`src/rtl/pw_bit_rx_if.sv`:
```
// Output stream bundle of the pulse-width bit receiver: word data, frame-last
// flag and the valid/ready handshake. The receiver drives it as master.
interface pw_bit_rx_if #(
  parameter int DATA_WIDTH = 32
);
  logic [DATA_WIDTH-1:0] m_data;
  logic                  m_last;
  logic                  m_valid;
  logic                  m_ready;

  modport master (output m_data, m_last, m_valid, input m_ready);
  modport slave  (input  m_data, m_last, m_valid, output m_ready);
endinterface

```
`src/rtl/pw_bit_rx.sv`:
```
// pw_bit_rx: pulse-width bit receiver. Decodes high-pulse-width coded bits
// (short high = 0, long high = 1, long low = frame end) into words that are
// queued in a small show-ahead FIFO with a frame-last flag.
// Optional build macro PW_BIT_RX_DEGLITCH_EN inserts a 3-tap majority filter
// after the synchronizer (pin-to-FSM latency 4 instead of 2 cycles).
module pw_bit_rx #(
  parameter int DATA_WIDTH = 32,
  parameter int CNT_WIDTH  = 16,
  parameter int FIFO_DEPTH = 4
) (
  input  logic                 aclk,
  input  logic                 areset,
  input  logic                 rxd,
  input  logic [CNT_WIDTH-1:0] cfg_thresh,
  input  logic [CNT_WIDTH-1:0] cfg_min_high,
  input  logic [CNT_WIDTH-1:0] cfg_idle,
  input  logic [5:0]           cfg_nbits,
  pw_bit_rx_if.master          m_axis,
  output logic                 err_pulse,
  output logic                 err_frame,
  output logic                 err_overflow,
  output logic                 busy
);

  localparam logic [1:0] S_IDLE  = 2'd0;
  localparam logic [1:0] S_HIGH  = 2'd1;
  localparam logic [1:0] S_LOW   = 2'd2;
  localparam logic [1:0] S_DRAIN = 2'd3;
  localparam int AW = $clog2(FIFO_DEPTH);

  function automatic logic [CNT_WIDTH-1:0] sat_inc(input logic [CNT_WIDTH-1:0] v);
    return (&v) ? v : v + 1'b1;
  endfunction

  // ---------------- input conditioning ----------------
  logic sync1_q, sync2_q, line, line_d_q, rise, fall;

  // Two-flop synchronizer for the asynchronous pin
  always_ff @(posedge aclk or posedge areset) begin
    if (areset) begin
      sync1_q <= 1'b0;
      sync2_q <= 1'b0;
    end else begin
      sync1_q <= rxd;
      sync2_q <= sync1_q;
    end
  end

`ifdef PW_BIT_RX_DEGLITCH_EN
  logic tap1_q, tap2_q, filt_q;
  // Majority of three consecutive samples removes isolated 1-cycle spikes
  always_ff @(posedge aclk or posedge areset) begin
    if (areset) begin
      tap1_q <= 1'b0;
      tap2_q <= 1'b0;
      filt_q <= 1'b0;
    end else begin
      tap1_q <= sync2_q;
      tap2_q <= tap1_q;
      filt_q <= (sync2_q & tap1_q) | (sync2_q & tap2_q) | (tap1_q & tap2_q);
    end
  end
  assign line = filt_q;
`else
  assign line = sync2_q;
`endif

  // Delayed copy of the conditioned line for edge detection
  always_ff @(posedge aclk or posedge areset) begin
    if (areset) line_d_q <= 1'b0;
    else        line_d_q <= line;
  end

  assign rise = line & ~line_d_q;
  assign fall = ~line & line_d_q;

  // ---------------- decoder FSM ----------------
  logic [1:0]            state_q, state_d;
  logic [CNT_WIDTH-1:0]  hcnt_q, hcnt_d, lcnt_q, lcnt_d;
  logic [CNT_WIDTH-1:0]  thr_q, thr_d, minh_q, minh_d, idle_q, idle_d;
  logic [6:0]            nbits_q, nbits_d, bitcnt_q, bitcnt_d, nbits_eff;
  logic [DATA_WIDTH-1:0] shift_q, shift_d, stage_q, stage_d, new_shift;
  logic                  stage_vld_q, stage_vld_d;
  logic                  err_pulse_q, err_pulse_d, err_frame_q, err_frame_d;
  logic                  frame_end, push, push_last;

  // 0 or an oversize request selects the full word width
  assign nbits_eff = (cfg_nbits == 6'd0 || int'(cfg_nbits) > DATA_WIDTH)
                     ? 7'(DATA_WIDTH) : {1'b0, cfg_nbits};
  assign new_shift = {shift_q[DATA_WIDTH-2:0], (hcnt_q >= thr_q)};

  // Next-state logic: pulse measurement, bit assembly and word staging
  always_comb begin
    state_d     = state_q;
    hcnt_d      = hcnt_q;
    lcnt_d      = lcnt_q;
    thr_d       = thr_q;
    minh_d      = minh_q;
    idle_d      = idle_q;
    nbits_d     = nbits_q;
    bitcnt_d    = bitcnt_q;
    shift_d     = shift_q;
    stage_d     = stage_q;
    stage_vld_d = stage_vld_q;
    err_pulse_d = 1'b0;
    err_frame_d = 1'b0;
    frame_end   = 1'b0;
    push        = 1'b0;
    push_last   = 1'b0;
    case (state_q)
      S_IDLE: begin
        if (rise) begin
          state_d  = S_HIGH;
          hcnt_d   = CNT_WIDTH'(1);
          bitcnt_d = '0;
          shift_d  = '0;
          thr_d    = cfg_thresh;
          minh_d   = cfg_min_high;
          idle_d   = cfg_idle;
          nbits_d  = nbits_eff;
        end
      end
      S_HIGH: begin
        if (fall) begin
          lcnt_d = CNT_WIDTH'(1);
          if (hcnt_q < minh_q) begin
            err_pulse_d = 1'b1;
            state_d     = S_DRAIN;
          end else begin
            state_d = S_LOW;
            if (bitcnt_q + 7'd1 == nbits_q) begin
              // Previous staged word is not the frame's last; new word replaces it
              push        = stage_vld_q;
              stage_d     = new_shift;
              stage_vld_d = 1'b1;
              bitcnt_d    = '0;
              shift_d     = '0;
            end else begin
              shift_d  = new_shift;
              bitcnt_d = bitcnt_q + 7'd1;
            end
          end
        end else if (hcnt_q >= idle_q) begin
          err_pulse_d = 1'b1;
          state_d     = S_DRAIN;
          lcnt_d      = '0;
        end else begin
          hcnt_d = sat_inc(hcnt_q);
        end
      end
      S_LOW: begin
        if (rise) begin
          state_d = S_HIGH;
          hcnt_d  = CNT_WIDTH'(1);
        end else if (lcnt_q >= idle_q) begin
          frame_end = 1'b1;
        end else begin
          lcnt_d = sat_inc(lcnt_q);
        end
      end
      default: begin // S_DRAIN: need an unbroken low stretch
        if (line)                  lcnt_d    = '0;
        else if (lcnt_q >= idle_q) frame_end = 1'b1;
        else                       lcnt_d    = sat_inc(lcnt_q);
      end
    endcase
    if (frame_end) begin
      state_d     = S_IDLE;
      push        = stage_vld_q;
      push_last   = 1'b1;
      stage_vld_d = 1'b0;
      err_frame_d = (bitcnt_q != 7'd0);
      bitcnt_d    = '0;
    end
  end

  // FSM and datapath registers
  always_ff @(posedge aclk or posedge areset) begin
    if (areset) begin
      state_q     <= S_IDLE;
      hcnt_q      <= '0;
      lcnt_q      <= '0;
      thr_q       <= '0;
      minh_q      <= '0;
      idle_q      <= '0;
      nbits_q     <= '0;
      bitcnt_q    <= '0;
      shift_q     <= '0;
      stage_q     <= '0;
      stage_vld_q <= 1'b0;
      err_pulse_q <= 1'b0;
      err_frame_q <= 1'b0;
    end else begin
      state_q     <= state_d;
      hcnt_q      <= hcnt_d;
      lcnt_q      <= lcnt_d;
      thr_q       <= thr_d;
      minh_q      <= minh_d;
      idle_q      <= idle_d;
      nbits_q     <= nbits_d;
      bitcnt_q    <= bitcnt_d;
      shift_q     <= shift_d;
      stage_q     <= stage_d;
      stage_vld_q <= stage_vld_d;
      err_pulse_q <= err_pulse_d;
      err_frame_q <= err_frame_d;
    end
  end

  // ---------------- output FIFO ----------------
  logic [DATA_WIDTH:0] mem_q [FIFO_DEPTH];
  logic [AW-1:0]       wr_ptr_q, rd_ptr_q;
  logic [AW:0]         count_q, count_d;
  logic                fifo_valid, fifo_full, pop, push_ok, ovf, err_ovf_q;

  assign fifo_valid = (count_q != '0);
  assign fifo_full  = (count_q == (AW+1)'(FIFO_DEPTH));
  assign pop        = fifo_valid & m_axis.m_ready;
  assign push_ok    = push & (~fifo_full | pop);
  assign ovf        = push & fifo_full & ~pop;

  // Occupancy bookkeeping
  always_comb begin
    count_d = count_q;
    if (push_ok && !pop)      count_d = count_q + 1'b1;
    else if (!push_ok && pop) count_d = count_q - 1'b1;
  end

  // Pointers, occupancy and overflow pulse
  always_ff @(posedge aclk or posedge areset) begin
    if (areset) begin
      wr_ptr_q  <= '0;
      rd_ptr_q  <= '0;
      count_q   <= '0;
      err_ovf_q <= 1'b0;
    end else begin
      if (push_ok) wr_ptr_q <= wr_ptr_q + 1'b1;
      if (pop)     rd_ptr_q <= rd_ptr_q + 1'b1;
      count_q   <= count_d;
      err_ovf_q <= ovf;
    end
  end

  // Storage array; contents are only meaningful while counted as occupied
  always_ff @(posedge aclk) begin
    if (push_ok) mem_q[wr_ptr_q] <= {push_last, (push_last ? stage_q : stage_q)};
  end

  assign m_axis.m_valid = fifo_valid;
  assign m_axis.m_data  = fifo_valid ? mem_q[rd_ptr_q][DATA_WIDTH-1:0] : '0;
  assign m_axis.m_last  = fifo_valid ? mem_q[rd_ptr_q][DATA_WIDTH] : 1'b0;
  assign err_pulse      = err_pulse_q;
  assign err_frame      = err_frame_q;
  assign err_overflow   = err_ovf_q;
  assign busy           = (state_q != S_IDLE) | stage_vld_q;

endmodule
```
`src/flat_wrapper.sv`:
```
// flat-port wrapper written by rule: the top's interface ports become plain ports
module pw_bit_rx_flat 
#(
  parameter int DATA_WIDTH = 32,
  parameter int CNT_WIDTH  = 16,
  parameter int FIFO_DEPTH = 4
)
  (aclk, areset, rxd, cfg_thresh, cfg_min_high, cfg_idle, cfg_nbits, err_pulse, err_frame, err_overflow, busy, m_axis_m_data, m_axis_m_last, m_axis_m_valid, m_axis_m_ready);
  pw_bit_rx_if #(.DATA_WIDTH(DATA_WIDTH)) m_axis_i ();
  input  logic aclk;
  input  logic areset;
  input  logic rxd;
  input  logic [CNT_WIDTH-1:0] cfg_thresh;
  input  logic [CNT_WIDTH-1:0] cfg_min_high;
  input  logic [CNT_WIDTH-1:0] cfg_idle;
  input  logic [5:0] cfg_nbits;
  output logic err_pulse;
  output logic err_frame;
  output logic err_overflow;
  output logic busy;
  output wire logic [$bits(m_axis_i.m_data)-1:0] m_axis_m_data;
  output wire logic [$bits(m_axis_i.m_last)-1:0] m_axis_m_last;
  output wire logic [$bits(m_axis_i.m_valid)-1:0] m_axis_m_valid;
  input wire logic [$bits(m_axis_i.m_ready)-1:0] m_axis_m_ready;
  assign m_axis_m_data = m_axis_i.m_data;
  assign m_axis_m_last = m_axis_i.m_last;
  assign m_axis_m_valid = m_axis_i.m_valid;
  assign m_axis_i.m_ready = m_axis_m_ready;
  pw_bit_rx #(.DATA_WIDTH(DATA_WIDTH), .CNT_WIDTH(CNT_WIDTH), .FIFO_DEPTH(FIFO_DEPTH)) u_core (.aclk(aclk), .areset(areset), .rxd(rxd), .cfg_thresh(cfg_thresh), .cfg_min_high(cfg_min_high), .cfg_idle(cfg_idle), .cfg_nbits(cfg_nbits), .m_axis(m_axis_i), .err_pulse(err_pulse), .err_frame(err_frame), .err_overflow(err_overflow), .busy(busy));
endmodule
```
`config.mk`:
```
export PLATFORM = sky130hd
export DESIGN_NAME = pw_bit_rx_flat
export DESIGN_NICKNAME = d
export VERILOG_FILES = /design/src/rtl/pw_bit_rx_if.sv /design/src/rtl/pw_bit_rx.sv /design/src/flat_wrapper.sv
export SDC_FILE = /design/constraint.sdc
export NUM_CORES = 1
export LEC_CHECK = 0
export CAP_MARGIN = 20
export CORE_ASPECT_RATIO = 0.9
export CORE_UTILIZATION = 36
export DETAILED_ROUTE_END_ITERATION = 8
export PLACE_DENSITY = 0.57
export SLEW_MARGIN = 10
export SYNTH_ARGS = -nofsm -noshare
export SYNTH_HDL_FRONTEND = slang
export SYNTH_SLANG_ARGS = --single-unit
```
`constraint.sdc`:
```
create_clock -name aclk -period 10.7 [get_ports aclk]
set_clock_uncertainty 0.05 [all_clocks]
set_input_delay 2.14 -clock aclk [delete_from_list [all_inputs] [get_ports aclk]]
set_output_delay 2.14 -clock aclk [all_outputs]
set_load 0.03 [all_outputs]
```
==> metrics.md, run 1 <==
| Metric | Value |
|---|---|
| CTS tree | yes |
| Design area | 16600 sq um |
| Clk_lat worst skew | 0.52 ns |
| DP Area | 15500 sq um |
| Post-synth EDFFs | 132 |
| Worst Path Buf+Inv | 2 |
| Cts hold-fix bufs | 0 |
| Mapped Nets | 1184 |
| Peak supply drop | 0.105 mV |
| Fillers | 3504 |
| Min Tclk post-route | 5.03 ns |
| Largest net degree at the start of global routing | 102 |
| Final std cells w/o fill | 1698 |
| Worst path arrival time | 2.84 ns |
| Total Wirelength | 28.5 mm |
| Largest family of logic cells by synthesized area | multiplexers |
| YS warnings | 0 |
| Initial antenna violation count | 0 |
| Setup tns final | 0 ns |
| Uppermost routed layer | met4 |
| Multi-input gate area | 5330 sq um |
| Post-Synth Adder-Cell Area | 6.93% |
| Antenna diodes | 0 |
| Root buf cell | clkbuf_16 |
| Crit end category | output pin |
| Multiplexer area fraction after synthesis | 11.9% |
| IO buf count | 95 |
| # IOs | 96 |
| Worst-Margin Slew | 1.09 ns |
| FMAX | 199 MHz |
| Pleak | 7.18 nW |
| CP Class | flop to output pin |
| Congestion Overflow GR | 0 |
| Final setup fails | 0 |
| Max_cap viols | 0 |
| Core Region | 38400 sq um |
| Status | complete, no violations |
| Clock-pin slew on the worst setup and hold paths | 0.06 ns |
| Metal-1 WL | 13.8 mm |
| Share of Yosys cell area claimed by the top area cell type | 30.7% |
| Final hold viol count | 0 |
| Seq. cell area | 8270 sq um |
| Worst Hold Class | flop to flop |
| CTS buffer count | 35 |
| Ys async rst share | 56.6% |
| Die Wd | 210 microns |
| First-pass GRT wire length | 46.8 mm |
| Initial DRC Count | 480 |
| Yosys reg bits | 304 |
| Crit-path max FO | 32 |
| Commonest non-fill, non-tap cells in the layout | dfrtp_1 (170), edfxtp_1 (132), clkdlybuf4s50_1 (95), mux2_2 (80), ha_1 (76) |
| Nets | 1282 |
| Seq/Total Area, Yosys | 59.0% |
| CTS resizes | 0 |
| Crit path cell chain | buf_4, mux4_2, and2_1, clkdlybuf4s50_1 |
| Most common cell after layout, fill and taps aside | dfrtp_1 |
| Final Max Slew Viols | 0 |
| Hold Slack | 0.352 ns |
| Required time worst endpoint | 8.51 ns |
| CP peak stage delay | 0.60 ns |
| Die footprint | 39700 sq um |
| Drt wl/cell | 16.8 microns |
| Startpoint types | flop |
| Max clock buf depth | 3 |
| Worst path slowest cell | mux4_2 |
| Detailed Routing Iterations Pass 1 | 5 |
| Initial Utilization | 36.5% |
| Row Count | 68 |
| Netlist Area Pre-Place | 14000 sq um |
| Placed instance count | 1634 |
| Number of global-route vias before repair | 8469 |
| Slew headroom | 26.8% |
| Cells after synthesis | 1049 |
| Routed via count | 8593 |
| Remaining DRCs | 0 |
| Met2 WL | 13.0 mm |
| Pwr dens | 180 nW/um^2 |
| Synth Area in Simple Gates | 8.91% |
| # Post-CTS Setup Buffers | 0 |
| Compound-gate portion of the synthesized area | 9.42% |
| Met3 WL post-DR | 1.20 mm |
| Detail Route Antenna Nets | 0 |
| Htree depth | 2 |
| Tcrit/Tclk final | 47.0% |
| DIE HEIGHT | 189 microns |
| DP Wirelength | 18.6 mm |
| Area grow syn2layout | 18.8% |
| Most used DFF post-synth | dfrtp_1 |
| Area contributors post-synth | dfrtp_1 (31%), edfxtp_1 (28%), ha_1 (6.8%), mux2_2 (6.4%), mux4_2 (5.3%) |
| Sink Count | 304 |
| Layout cells sized above 1 | 16.4% |
| Yosys cell types | 64 |
| Delay-heaviest family, CP | buffers and inverters |
| Vias/cell | 5.06 |
| RSZ-0062 raised after global routing | no |
| RePlAce Congestion | 0.773 |
| Largest area contributor in the netlist | dfrtp_1 |
| XOR/XNOR share of the synthesized area | 0.813% |
| Overall routing resource usage | 14.8% |
| Avg Cell Area, Syn | 13.4 sq um |
## per-stage QoR
stage	power (mW)	util [%]	worst slack (ns)
2_1_floorplan	1.73	-	3.85
3_3_place_gp	1.88	40.5	6.17
3_5_place_dp	1.90	40.5	6.13
4_1_cts	3.04	43.3	5.56
5_1_grt	3.16	43.4	5.48
6_report	2.99	43.4	5.67
## metal layers
layer	global-route usage (%)	vias to the layer above
met1	21.5	4267
li1	-	4114
met5	0	-
met4	3.48	0
met3	2.59	33
met2	23.1	179
## worst register-to-register path, stage by stage (launching register included)
cell and delay (ns):
dfrtp_1 0.55, ha_1 0.39, and4_1 0.23, o211ai_1 0.09, o32a_1 0.37, nand2_1 0.15, or3b_1 0.35, buf_4 0.29
a211oi_4 0.46, ha_1 0.26, inv_1 0.07, fa_1 0.37, xor2_1 0.17, nor2_1 0.11, xnor2_1 0.12
## flip-flops by register name (all words and copies together) (netlist names), 3 cells and up
| register | count |
|---|---|
| u_core.bitcnt_q | 7 |
| u_core.count_q | 3 |
| u_core.hcnt_q | 16 |
| u_core.idle_q | 16 |
| u_core.lcnt_q | 16 |
| u_core.mem_q | 132 |
| u_core.minh_q | 16 |
| u_core.nbits_q | 6 |
| u_core.shift_q | 31 |
| u_core.stage_q | 32 |
| u_core.thr_q | 16 |
## final timing paths
path / from / end / slack [ns] / cells after the start
max in group asynchronous: areset / u_core.idle_q[13]$_DFFE_PP0P_ / 6.98 / 3
setup / recovery: u_core.rd_ptr_q[0]$_DFFE_PP0P_ / m_axis_m_data[19] / 5.67 / 4
min in group asynchronous: areset / u_core.rd_ptr_q[0]$_DFFE_PP0P_ / 2.12 / 2
setup reg to reg: u_core.hcnt_q[13]$_DFFE_PP0P_ / u_core.count_q[2]$_DFFE_PP0P_ / 6.60 / 14
hold reg to reg: u_core.sync1_q$_DFF_PP0_ / u_core.line$_DFF_PP0_ / 0.35 / 0
hold / removal: u_core.sync1_q$_DFF_PP0_ / u_core.line$_DFF_PP0_ / 0.35 / 0
## cell families (layout without fill, tap and decap cells)
family | after synthesis | in the layout
AOI/OAI and AO/OA | 196 | 196
xor gates and xnor gates | 13 | 13
adders and majority gates | 77 | 77
buffers and inverters | 107 | 231
DFF | 304 | 304
muxes | 115 | 115
and+or+nand+nor | 237 | 237
## layout make-up
class / count / area share [%]
Multi-Input combinational cell: 638 / 32.0
Clock inverter: 17 / 0.842
Tap cell: 525 / 3.95
Timing Repair Buffer: 108 / 6.35
Inverter: 60 / 1.38
Sequential cell: 304 / 49.7
Clock buffer: 46 / 5.75
## power breakdown
part	leakage, nW	internal [mW]	switching (mW)
clock network	0.537	0.660	0.462
registers	3.76	1.28	0.0968
logic	2.89	0.233	0.264
total	7.18	2.17	0.822
## Yosys cell counts, types with 4 or more instances
| master | n |
|---|---|
| dfrtp_1 | 172 |
| edfxtp_1 | 132 |
| mux2_2 | 80 |
| ha_1 | 76 |
| inv_1 | 60 |
| o21ai_0 | 55 |
| nand2_1 | 54 |
| and2_1 | 44 |
| a21oi_1 | 36 |
| nor2_1 | 34 |
| mux4_2 | 33 |
| a22o_1 | 32 |
| nand3_1 | 32 |
| clkbuf_1 | 30 |
| nand4_1 | 15 |
| nand2b_1 | 14 |
| a31oi_1 | 12 |
| buf_1 | 12 |
| a21o_1 | 10 |
| and3_1 | 10 |
| xnor2_1 | 10 |
| o31ai_1 | 7 |
| nor2b_1 | 6 |
| nor3_1 | 6 |
| o211ai_1 | 6 |
| o21a_1 | 5 |
| or3_1 | 5 |
| a211oi_1 | 4 |
| and4_1 | 4 |
| or4_1 | 4 |
No activity file was read; power rests on OpenSTA's default activity.
==> run 2, diff against run 1 <==
- PLACE_DENSITY: 0.57 -> 0.59
- clock period: 10.7 -> 4.2 ns (I/O delays scaled with it)
==> metrics.md, run 2 (synthesis gave the netlist of run 1 again) <==
| Metric | Value |
|---|---|
| Status | complete, no violations |
| Initial DRC Count | 439 (-8.5%) |
| Vias/cell | 5.03 (-0.64%) |
| Largest net degree at the start of global routing | 62 (-39%) |
| Clock-pin slew on the worst setup and hold paths | 0.06 ns (about the same) |
| Final core occ | 43.5% (+0.16 points) |
| Final hold viol count | 0 (unchanged) |
| Placed instance count | 1643 (+0.55%) |
| Total Wirelength | 29.0 mm (+2.0%) |
| CTS buffer count | 30 (-14%) |
| WHS Path Cells | 0 (unchanged) |
| Required time worst endpoint | 4.64 ns (-3.87 ns) |
| Worst hold start | u_core.sync1_q$_DFF_PP0_ |
| Drt wl/cell | 17.1 microns (+1.9%) |
| Flip-flop count of the largest register after layout | 132 (unchanged) |
| Congestion Overflow GR | 0 (unchanged) |
| Layout cells sized above 1 | 17.0% (+0.65 points) |
| # Post-CTS Setup Buffers | 0 (unchanged) |
| Row Count | 68 (unchanged) |
| Worst Setup SP | u_core.hcnt_q[13]$_DFFE_PP0P_ |
| R2R Path Start | u_core.hcnt_q[13]$_DFFE_PP0P_ |
| Biggest regs | u_core.mem_q x132, u_core.stage_q x32, u_core.shift_q x31 |
| Pwr dens | 454 nW/um^2 (+150%) |
| Startpoint types | flop |
| Detailed Routing Iterations Pass 1 | 5 (unchanged) |
| Antenna diodes | 0 (unchanged) |
| Slew headroom | 50.3% (+24 points) |
| RePlAce Congestion | 0.840 (+8.7%) |
| Detail Route Antenna Nets | 0 (unchanged) |
| Final Max Slew Viols | 0 (unchanged) |
| Setup tns final | 0 ns (unchanged) |
| RSZ-0062 raised after global routing | no |
| Worst path slowest cell | dfrtp_1 |
| CTS resizes | 0 (unchanged) |
| Hold Slack | 0.301 ns (-0.0504 ns) |
| Max_cap viols | 0 (unchanged) |
| Initial Utilization | 36.5% (unchanged) |
| Routed via count | 8548 (-0.52%) |
| Reg-to-reg endpoint | u_core.count_q[2]$_DFFE_PP0P_ |
| Initial antenna violation count | 0 (unchanged) |
| Cts hold-fix bufs | 0 (unchanged) |
| Pleak | 7.21 nW (+0.35%) |
| Max clock buf depth | 3 (unchanged) |
| Die Wd | 210 microns (unchanged) |
| WHS Endpoint | u_core.line$_DFF_PP0_ |
| Worst Hold Class | flop to flop |
| Worst path arrival time | 4.18 ns (+1.34 ns) |
| CTS tree | yes |
| FMAX | 268 MHz |
| Die footprint | 39700 sq um (unchanged) |
| Overall routing resource usage | 15.0% (+0.23 points) |
| Design area | 16700 sq um (+0.36%) |
| Reg2Reg Setup Slack | 0.46 ns (-6.14 ns) |
| Root buf cell | clkbuf_16 |
| Number of global-route vias before repair | 8621 (+1.8%) |
| Biggest register | u_core.mem_q |
| Final setup fails | 0 (unchanged) |
| First-pass GRT wire length | 47.5 mm (+1.4%) |
| Worst path most repeated cell | ha_1 |
| DP Area | 15600 sq um (+0.74%) |
| R2R depth | 13 (-1) |
| Min Tclk post-route | 3.74 ns |
| Worst-Margin Slew | 0.746 ns (-0.346 ns) |
| DP Wirelength | 19.4 mm (+4.3%) |
| Crit-path max FO | 10 (-69%) |
| Nets | 1286 (+0.31%) |
| Crit path cell chain | ha_1, and4_1, o211ai_1, o32a_1, nand2_1, or3b_1, a211oi_4, ha_1, inv_1, fa_1, xor2_1, nor2_1, xnor2_1 |
| Sink Count | 304 (unchanged) |
| Crit end category | flop |
| Most common cell after layout, fill and taps aside | dfrtp_1 |
| Clk_lat worst skew | 0.58 ns (+0.06 ns) |
| DIE HEIGHT | 189 microns (unchanged) |
| CP peak stage delay | 0.51 ns (-0.09 ns) |
| Commonest non-fill, non-tap cells in the layout | dfrtp_1 (171), edfxtp_1 (132), clkdlybuf4s50_1 (95), mux2_2 (80), ha_1 (76) |
| CP Class | flop to flop |
| Tcrit/Tclk final | 89.0% |
| # IOs | 96 (unchanged) |
| Peak supply drop | 0.324 mV (+210%) |
| Htree depth | 1 (-1) |
| IO buf count | 95 (unchanged) |
| Remaining DRCs | 0 (unchanged) |
| Area grow syn2layout | 19.2% |
| Final std cells w/o fill | 1700 (+0.12%) |
| Fillers | 3523 (+0.54%) |
| Core Region | 38400 sq um (unchanged) |
==> run 2: worst max-delay path by stage <==
stage | end | slack (ns) | cells after the start
2_1_floorplan | u_core.mem_q[0][0]$_DFFE_PP_ | 0.61 | 9
5_1_grt | u_core.count_q[2]$_DFFE_PP0P_ | 0.24 | 13
3_3_place_gp | u_core.count_q[2]$_DFFE_PP0P_ | 0.59 | 13
6_report | u_core.count_q[2]$_DFFE_PP0P_ | 0.46 | 13
4_1_cts | m_axis_m_data[22] | 0.25 | 4
3_5_place_dp | u_core.count_q[2]$_DFFE_PP0P_ | 0.50 | 13
==> run 2: critical path, delay by kind of cell, from the launching register on <==
| family | cells | cell delay, ns |
|---|---|---|
| compound gates | 3 | 0.84 |
| xor+xnor | 2 | 0.30 |
| flops | 1 | 0.51 |
| fa+ha+maj | 3 | 0.98 |
| simple gates | 4 | 0.90 |
| buf+inv | 1 | 0.07 |
==> run 2: layer usage <==
metal	GRT usage, %	up-vias	part of all wire [%]
met3	2.31	41	3.3
li1	-	4102	-
met5	0	-	0
met1	20.9	4248	47
met4	3.62	0	2.0
met2	24.7	157	47
==> run 2: report_power, final <==
group / switching (mW) / internal [mW] / total, mW / leakage, nW
clock: 1.13 / 1.58 / 2.71 / 0.510
combinational: 0.773 / 0.650 / 1.42 / 2.95
sequential: 0.198 / 3.25 / 3.45 / 3.75
total: 2.11 / 5.48 / 7.59 / 7.21
==> run 2: area by class of cell <==
class,instances,area (sq um),area share (%)
repair buffers,117,1190,7.10
multi-input cells,638,5330,31.9
well taps,525,657,3.93
inverters,60,229,1.37
clock buffers,45,918,5.50
flip-flops and latches,304,8270,49.5
clock inverters,11,111,0.667
==> run 2: through the flow <==
stage	power [mW]	worst slack, ns
after floorplan	4.44	0.614
after global placement	4.91	0.590
after detailed placement	4.94	0.500
after CTS	7.69	0.249
after global routing	7.99	0.237
final	7.59	0.463
